## src/rtl/cache_control_if.sv

```systemverilog
// Bundle of CPU, datapath, pmem and counter signals between the cache controller
// and its environment. The controller uses the slave modport.
interface cache_control_if #(parameter int CNT_W = 16);
  logic             mem_read;
  logic             mem_write;
  logic             mem_resp;
  logic             hit;
  logic             dirty;
  logic             dp_read;
  logic             dp_write;
  logic             dp_fill;
  logic             pmem_addr_sel;
  logic             pmem_read;
  logic             pmem_write;
  logic             pmem_resp;
  logic             cnt_clr;
  logic [CNT_W-1:0] hit_count;
  logic [CNT_W-1:0] miss_count;

  modport master (
    output mem_read, mem_write, hit, dirty, pmem_resp, cnt_clr,
    input  mem_resp, dp_read, dp_write, dp_fill, pmem_addr_sel, pmem_read, pmem_write,
           hit_count, miss_count
  );

  modport slave (
    input  mem_read, mem_write, hit, dirty, pmem_resp, cnt_clr,
    output mem_resp, dp_read, dp_write, dp_fill, pmem_addr_sel, pmem_read, pmem_write,
           hit_count, miss_count
  );
endinterface

```

## src/rtl/cache_control.sv

```systemverilog
// Sequencer for the 2-way cache_set datapath: hit check, dirty writeback, line fill,
// plus saturating hit/miss counters.
module cache_control #(
  parameter int CNT_W = 16
) (
  input logic            clk,
  input logic            rst,
  cache_control_if.slave bus
);

  typedef enum logic [1:0] {IDLE, COMPARE, WRITEBACK, FILL} state_t;

  localparam logic [CNT_W-1:0] CNT_MAX = '1;

  state_t           state_q, state_d;
  logic             op_is_write_q, op_is_write_d;
  logic             refill_q, refill_d;
  logic             dp_read_q, dp_read_d;
  logic             pmem_read_q, pmem_read_d;
  logic             pmem_write_q, pmem_write_d;
  logic             pmem_addr_sel_q, pmem_addr_sel_d;
  logic [CNT_W-1:0] hit_count_q, hit_count_d;
  logic [CNT_W-1:0] miss_count_q, miss_count_d;

  logic cmp_hit;
  logic cmp_miss;

  assign cmp_hit  = (state_q == COMPARE) && bus.hit;
  assign cmp_miss = (state_q == COMPARE) && !bus.hit;

  always_comb begin
    state_d       = state_q;
    op_is_write_d = op_is_write_q;
    refill_d      = refill_q;

    case (state_q)
      IDLE: begin
        if (bus.mem_read || bus.mem_write) begin
          op_is_write_d = bus.mem_write;
          state_d       = COMPARE;
        end
      end
      COMPARE: begin
        if (bus.hit)        state_d = IDLE;
        else if (bus.dirty) state_d = WRITEBACK;
        else                state_d = FILL;
      end
      WRITEBACK: begin
        if (bus.pmem_resp) state_d = FILL;
      end
      FILL: begin
        if (bus.pmem_resp) begin
          state_d  = COMPARE;
          refill_d = 1'b1;
        end
      end
      default: state_d = IDLE;
    endcase

    if (state_d == IDLE) refill_d = 1'b0;

    // Moore outputs are registered from the next state so they come straight off flops.
    dp_read_d       = (state_d == COMPARE) || (state_d == WRITEBACK);
    pmem_write_d    = (state_d == WRITEBACK);
    pmem_read_d     = (state_d == FILL);
    pmem_addr_sel_d = (state_d == WRITEBACK);

    hit_count_d = hit_count_q;
    if (bus.cnt_clr)
      hit_count_d = '0;
    else if (cmp_hit && !refill_q && (hit_count_q != CNT_MAX))
      hit_count_d = hit_count_q + 1'b1;

    miss_count_d = miss_count_q;
    if (bus.cnt_clr)
      miss_count_d = '0;
    else if (cmp_miss && (miss_count_q != CNT_MAX))
      miss_count_d = miss_count_q + 1'b1;
  end

  always_ff @(posedge clk or posedge rst) begin
    if (rst) begin
      state_q         <= IDLE;
      op_is_write_q   <= 1'b0;
      refill_q        <= 1'b0;
      dp_read_q       <= 1'b0;
      pmem_read_q     <= 1'b0;
      pmem_write_q    <= 1'b0;
      pmem_addr_sel_q <= 1'b0;
      hit_count_q     <= '0;
      miss_count_q    <= '0;
    end else begin
      state_q         <= state_d;
      op_is_write_q   <= op_is_write_d;
      refill_q        <= refill_d;
      dp_read_q       <= dp_read_d;
      pmem_read_q     <= pmem_read_d;
      pmem_write_q    <= pmem_write_d;
      pmem_addr_sel_q <= pmem_addr_sel_d;
      hit_count_q     <= hit_count_d;
      miss_count_q    <= miss_count_d;
    end
  end

  // Completion and datapath strobes react in the same cycle as hit / pmem_resp.
  assign bus.mem_resp      = cmp_hit;
  assign bus.dp_write      = cmp_hit && op_is_write_q;
  assign bus.dp_fill       = (state_q == FILL) && bus.pmem_resp;
  assign bus.dp_read       = dp_read_q;
  assign bus.pmem_read     = pmem_read_q;
  assign bus.pmem_write    = pmem_write_q;
  assign bus.pmem_addr_sel = pmem_addr_sel_q;
  assign bus.hit_count     = hit_count_q;
  assign bus.miss_count    = miss_count_q;

endmodule

```

## src/flat_wrapper.sv

```systemverilog
// flat-port wrapper written by rule: the top's interface ports become plain ports
module cache_control_flat 
#(
  parameter int CNT_W = 16
)
  (clk, rst, bus_mem_read, bus_mem_write, bus_hit, bus_dirty, bus_pmem_resp, bus_cnt_clr, bus_mem_resp, bus_dp_read, bus_dp_write, bus_dp_fill, bus_pmem_addr_sel, bus_pmem_read, bus_pmem_write, bus_hit_count, bus_miss_count);
  cache_control_if #(.CNT_W(CNT_W)) bus_i ();
  input logic clk;
  input logic rst;
  input wire logic [$bits(bus_i.mem_read)-1:0] bus_mem_read;
  input wire logic [$bits(bus_i.mem_write)-1:0] bus_mem_write;
  input wire logic [$bits(bus_i.hit)-1:0] bus_hit;
  input wire logic [$bits(bus_i.dirty)-1:0] bus_dirty;
  input wire logic [$bits(bus_i.pmem_resp)-1:0] bus_pmem_resp;
  input wire logic [$bits(bus_i.cnt_clr)-1:0] bus_cnt_clr;
  output wire logic [$bits(bus_i.mem_resp)-1:0] bus_mem_resp;
  output wire logic [$bits(bus_i.dp_read)-1:0] bus_dp_read;
  output wire logic [$bits(bus_i.dp_write)-1:0] bus_dp_write;
  output wire logic [$bits(bus_i.dp_fill)-1:0] bus_dp_fill;
  output wire logic [$bits(bus_i.pmem_addr_sel)-1:0] bus_pmem_addr_sel;
  output wire logic [$bits(bus_i.pmem_read)-1:0] bus_pmem_read;
  output wire logic [$bits(bus_i.pmem_write)-1:0] bus_pmem_write;
  output wire logic [$bits(bus_i.hit_count)-1:0] bus_hit_count;
  output wire logic [$bits(bus_i.miss_count)-1:0] bus_miss_count;
  assign bus_i.mem_read = bus_mem_read;
  assign bus_i.mem_write = bus_mem_write;
  assign bus_i.hit = bus_hit;
  assign bus_i.dirty = bus_dirty;
  assign bus_i.pmem_resp = bus_pmem_resp;
  assign bus_i.cnt_clr = bus_cnt_clr;
  assign bus_mem_resp = bus_i.mem_resp;
  assign bus_dp_read = bus_i.dp_read;
  assign bus_dp_write = bus_i.dp_write;
  assign bus_dp_fill = bus_i.dp_fill;
  assign bus_pmem_addr_sel = bus_i.pmem_addr_sel;
  assign bus_pmem_read = bus_i.pmem_read;
  assign bus_pmem_write = bus_i.pmem_write;
  assign bus_hit_count = bus_i.hit_count;
  assign bus_miss_count = bus_i.miss_count;
  cache_control #(.CNT_W(CNT_W)) u_core (.clk(clk), .rst(rst), .bus(bus_i));
endmodule
```

## config.mk

```make
export PLATFORM = sky130hd
export DESIGN_NAME = cache_control_flat
export DESIGN_NICKNAME = d
export VERILOG_FILES = /design/src/rtl/cache_control_if.sv /design/src/rtl/cache_control.sv /design/src/flat_wrapper.sv
export SDC_FILE = /design/constraint.sdc
export NUM_CORES = 1
export LEC_CHECK = 0
export CAP_MARGIN = 40
export CORE_MARGIN = 2
export CORE_UTILIZATION = 31
export CTS_BUF_LIST = sky130_fd_sc_hd__clkbuf_4 sky130_fd_sc_hd__clkbuf_8 sky130_fd_sc_hd__clkbuf_16
export DETAILED_ROUTE_END_ITERATION = 10
export DONT_BUFFER_PORTS = 1
export PLACE_DENSITY = 0.49
export SYNTH_ARGS = -nofsm -noshare
export SYNTH_HDL_FRONTEND = slang
export SYNTH_SLANG_ARGS = --single-unit
```

## constraint.sdc

```tcl
create_clock -name clk -period 1.9 [get_ports clk]
set_input_delay 0.19 -clock clk [delete_from_list [all_inputs] [get_ports clk]]
set_output_delay 0.19 -clock clk [all_outputs]
set_load 0.005 [all_outputs]
```

==> run summary <==
Yosys instantiated no cell more often than sky130_fd_sc_hd__dfrtp_1. The run gives 5 as the CTS buffer count. Type of the worst setup path: register to register. The tools report the number of antenna violations at the first check in global routing as 0. Worst hold path class: input pin to register. In this run the tool buffered the top-level ports with 0 buffer cells. The tools report the kind of start point of the critical path as a register.

The worst stage delay on the critical path is 0.44 ns, and the total buffers and inverters traversed by the critical path is 1. Headroom to the max-slew limit came out at 66.5%. In this run the standard cell core region covers 6680 sq um. The analysis attributes to cell leakage a power of 1.04 nW. Setup repair after global routing left no endpoint under its margin.

The root buffer cell was sky130_fd_sc_hd__clkbuf_8. Per report_power, the sequential group accounts for 45.6% of the total. The clock arrives with 0.00832 ns of skew.

The run gives 4910 microns as the overall routed net length. Cells fill 36.5% of the core in the end. The number of hold violations in the final report is 0, and the share of post-route cells with drive strength above 1 is 15.5%. Pin placement for this block handled 47 I/O pins.

The die extent in y is 86.4 microns, and the first-pass GRT wire length is 8360 microns. The slew of the pin with the lowest slew margin works out to 0.502 ns. Averaged over all synthesized cells, the footprint is 9.62 sq um. By area the synthesized netlist is led by sky130_fd_sc_hd__dfrtp_1 46%, sky130_fd_sc_hd__nor2_1 6.4%, sky130_fd_sc_hd__xnor2_1 5.8%. The number of global-route vias before repair is 1,698. The first detailed-routing pass took 4 iterations. The cell family with the largest share of critical-path delay is simple AND/OR/NAND/NOR gates.

The number of cells on the worst hold path works out to 1. The design draws 2.14 mW. The tools report the die outline area as 7470 sq um.

Row generation in the floorplan step produced 30 rows. Combinational logic burns 20.6% of the power. Counting flops with a built-in enable in the synthesized netlist gives 0. From synthesis to final layout, the design area changed by 15.9%. For the finished layout, the period the worst path requires is 1.74 ns. The total placed instance area was 2290 sq um. Net switching is 28.0% of the power. The internal portion of the total power is 1.54 mW. Measured along the x axis, the die boundary spans 86.4 microns. The number of vias after detailed routing was 1,681.

Clock tree synthesis found a total of 39 sinks. The tools report the warning count from the yosys run as 0. The synthesized design contains 39 register bits.

The maximum level of the CTS H-tree is 2. The final count of negative-setup-slack endpoints is 0, and the area share of the largest cell type after synthesis is 46.3%. TritonCTS built the clock tree.

Adding up every negative setup slack in the final design gives 0 ns. In this run the power spent charging and discharging nets is 598 uW. The worst hold path begins at bus_mem_write.

The final-layout fill cell count is 683, and the power per cell area is 877 nW/um^2. The final count of pins violating max slew came out at 0. The logs give 31.5% for the starting density of the core and 0.164 ns for the least setup slack across all paths after layout. The clock network burns 33.7% of the power.

Among all stages on the critical path, the largest delay is contributed by sky130_fd_sc_hd__dfrtp_1. For the post-synthesis instance area, the log shows 2110 sq um. The top flip-flop cell by instance count after synthesis was sky130_fd_sc_hd__dfrtp_1. Entering global routing, the biggest net connects 40 pins.

By count the netlist is led by 39 x sky130_fd_sc_hd__dfrtp_1, 36 x sky130_fd_sc_hd__nor2_1, 14 x sky130_fd_sc_hd__nand2_1, 14 x sky130_fd_sc_hd__xnor2_1, 12 x sky130_fd_sc_hd__nor3_1. The end of the worst hold path was u_core.op_is_write_q$_DFFE_PP0P_. For the post-route DRC violation count, the log shows 0. The leading area contributor after synthesis was sky130_fd_sc_hd__dfrtp_1. The detailed-route vias per instance was 5.29; the maximum operating frequency was 576 MHz. The max capacitance violation total came out at 0.

After the last flow step, the layout net total stands at 250. The tools report the number of library cell types mapped by synthesis as 45. The synthesized netlist net count came out at 232.

The flow ran to the end, and the final reports show no timing, DRC or antenna violations. In the global route stage, overall resource usage came out at 14.2%. The repair_antennas step left the layout with diodes totalling 0.

Sort of element at the end of the critical path: a register. After synthesis, flip-flops and latches occupy 46.3% of the total area. Of the available clock period, the critical path in the final layout requires 91.3%.

Before CTS, the worst setup slack after placement is 0.177 ns. The post-route standard cell area excluding fillers is 2440 sq um, and the required arrival time at the worst endpoint is 2.08 ns. Across the VDD grid, the largest voltage drop is 0.000542 V. Once detailed placement completed, the half-perimeter wirelength came to 3420 microns. In this run the worst path has a maximum fanout of 10. The routability congestion estimate came out at 0.751.

The clock slew seen by the registers of the worst setup and hold paths was 0.08 ns; the number of gates resized after cts was 0. Traced cell by cell, the critical path runs through nand4bb_1 > buf_4 > or3_4 > nor3b_2 > xnor2_1 > nor2_1. The logs give 0.29 ns for the clock insertion delay at the later pin of the skew report and 0 for the remaining number of nets flagged by the antenna check after routing. For the worst flop-to-flop path, the logic depth is 6.

The average wire length per cell after detail routing is 15.4 microns, and the critical path arrival is 1.91 ns. The post-synthesis async set-or-reset flop share came out at 100%. The worst register-to-register path ends at u_core.bus.hit_count[10]$_DFFE_PP0P_. In this run the deepest clock path goes through 2 buffers. In this run the register-to-register setup slack is 0.16 ns.

Summed over all layers, the global routing overflow is 0. In this run the critical register-to-register path is launched from u_core.state_q[1]$_DFF_PP0_. The run gives 65 as the count of routing violations after the opening detailed-route iteration. The tools report the cell count after synthesis as 219.
-- through the flow --
step | cells | hold WS [ns]
after floorplan | 219 | 0.330
after global placement | 308 | 0.252
after detailed placement | 308 | 0.256
after CTS | 318 | 0.0210
after global routing | 318 | 0.0287
final | 318 | 0.0322
-- worst max-delay path by stage --
stage	startpoint	endpoint	slack [ns]	cells after the start
after floorplan	u_core.bus.miss_count[8]$_DFFE_PP0P_	u_core.bus.miss_count[6]$_DFFE_PP0P_	0.19	5
after global placement	u_core.state_q[1]$_DFF_PP0_	u_core.bus.miss_count[13]$_DFFE_PP0P_	0.20	5
after detailed placement	u_core.state_q[1]$_DFF_PP0_	u_core.bus.hit_count[11]$_DFFE_PP0P_	0.18	6
after CTS	u_core.state_q[1]$_DFF_PP0_	u_core.bus.hit_count[11]$_DFFE_PP0P_	0.15	6
after global routing	u_core.bus.hit_count[0]$_DFFE_PP0P_	u_core.bus.hit_count[4]$_DFFE_PP0P_	0.03	6
final	u_core.state_q[1]$_DFF_PP0_	u_core.bus.hit_count[10]$_DFFE_PP0P_	0.16	6
-- cell usage in the layout (no fill, tap or decap), drive strengths merged, types with 6 or more instances in the layout --
cell type | synthesis | layout
dfrtp | 39 | 39
nor2 | 36 | 36
buf | 5 | 18
nand2 | 14 | 14
xnor2 | 14 | 14
nor3 | 13 | 13
nand3 | 11 | 11
a21oi | 8 | 8
nand4 | 7 | 7
and3 | 6 | 6
clkbuf | 3 | 6
nor4 | 6 | 6
-- power by group through the flow --
| stage | clock network, mW | logic (mW) | registers, mW |
|---|---|---|---|
| 6_report | 0.722 | 0.441 | 0.976 |
| 5_1_grt | 0.786 | 0.505 | 0.992 |
| 4_1_cts | 0.757 | 0.450 | 0.977 |
| 3_5_place_dp | 0 | 0.428 | 0.991 |
| 3_3_place_gp | 0 | 0.433 | 0.991 |
| 2_1_floorplan | 0 | 0.332 | 0.974 |
-- sequential cells by signal (all words and copies together) (netlist names) --
register	cells
u_core.bus.pmem_write	1
u_core.bus.dp_read	1
u_core.op_is_write_q	1
u_core.bus.miss_count	16
u_core.state_q	2
u_core.bus.hit_count	16
u_core.refill_q	1
u_core.bus.pmem_read	1
-- cells by family after synthesis --
logic type | count (synthesis) | synth area share (%)
multiplexers | 3 | 1.49
adder cells (fa/ha/maj) | 5 | 2.97
XOR/XNOR | 19 | 7.90
buffers and inverters | 13 | 2.85
AO/OA/AOI/OAI | 27 | 8.50
flip-flops | 39 | 46.3
AND/OR/NAND/NOR | 113 | 29.9
-- worst reg2reg max path: cells and delay by family, from the launching register on --
family | cells | cell delay [ns]
xor gates and xnor gates | 1 | 0.14
buffers and inverters | 1 | 0.18
DFF | 1 | 0.44
and+or+nand+nor | 4 | 0.86
-- metal layers --
| metal | global-route usage, % | part of all wire, % |
|---|---|---|
| met4 | 4.40 | 0.90 |
| met2 | 22.9 | 46 |
| met1 | 17.3 | 46 |
| met3 | 5.81 | 7.8 |
| met5 | 0 | 0 |
-- timing repair --
item,in CTS,in global routing
buffers inserted,0,0
endpoints found under the hold margin,68,0
hold buffers,2,0
-- area by class of cell --
cell class                      count  area [sq um]  share of cell area (%)
Multi-Input combinational cell    167          1070                    43.8
Sequential cell                    39           976                    40.0
Timing Repair Buffer               19           158                    6.46
Tap cell                           80           100                    4.10
Clock buffer                        6          82.6                    3.38
Clock inverter                      2          35.0                    1.44
Inverter                            5          18.8                   0.769
No activity file was read; power rests on OpenSTA's default activity.
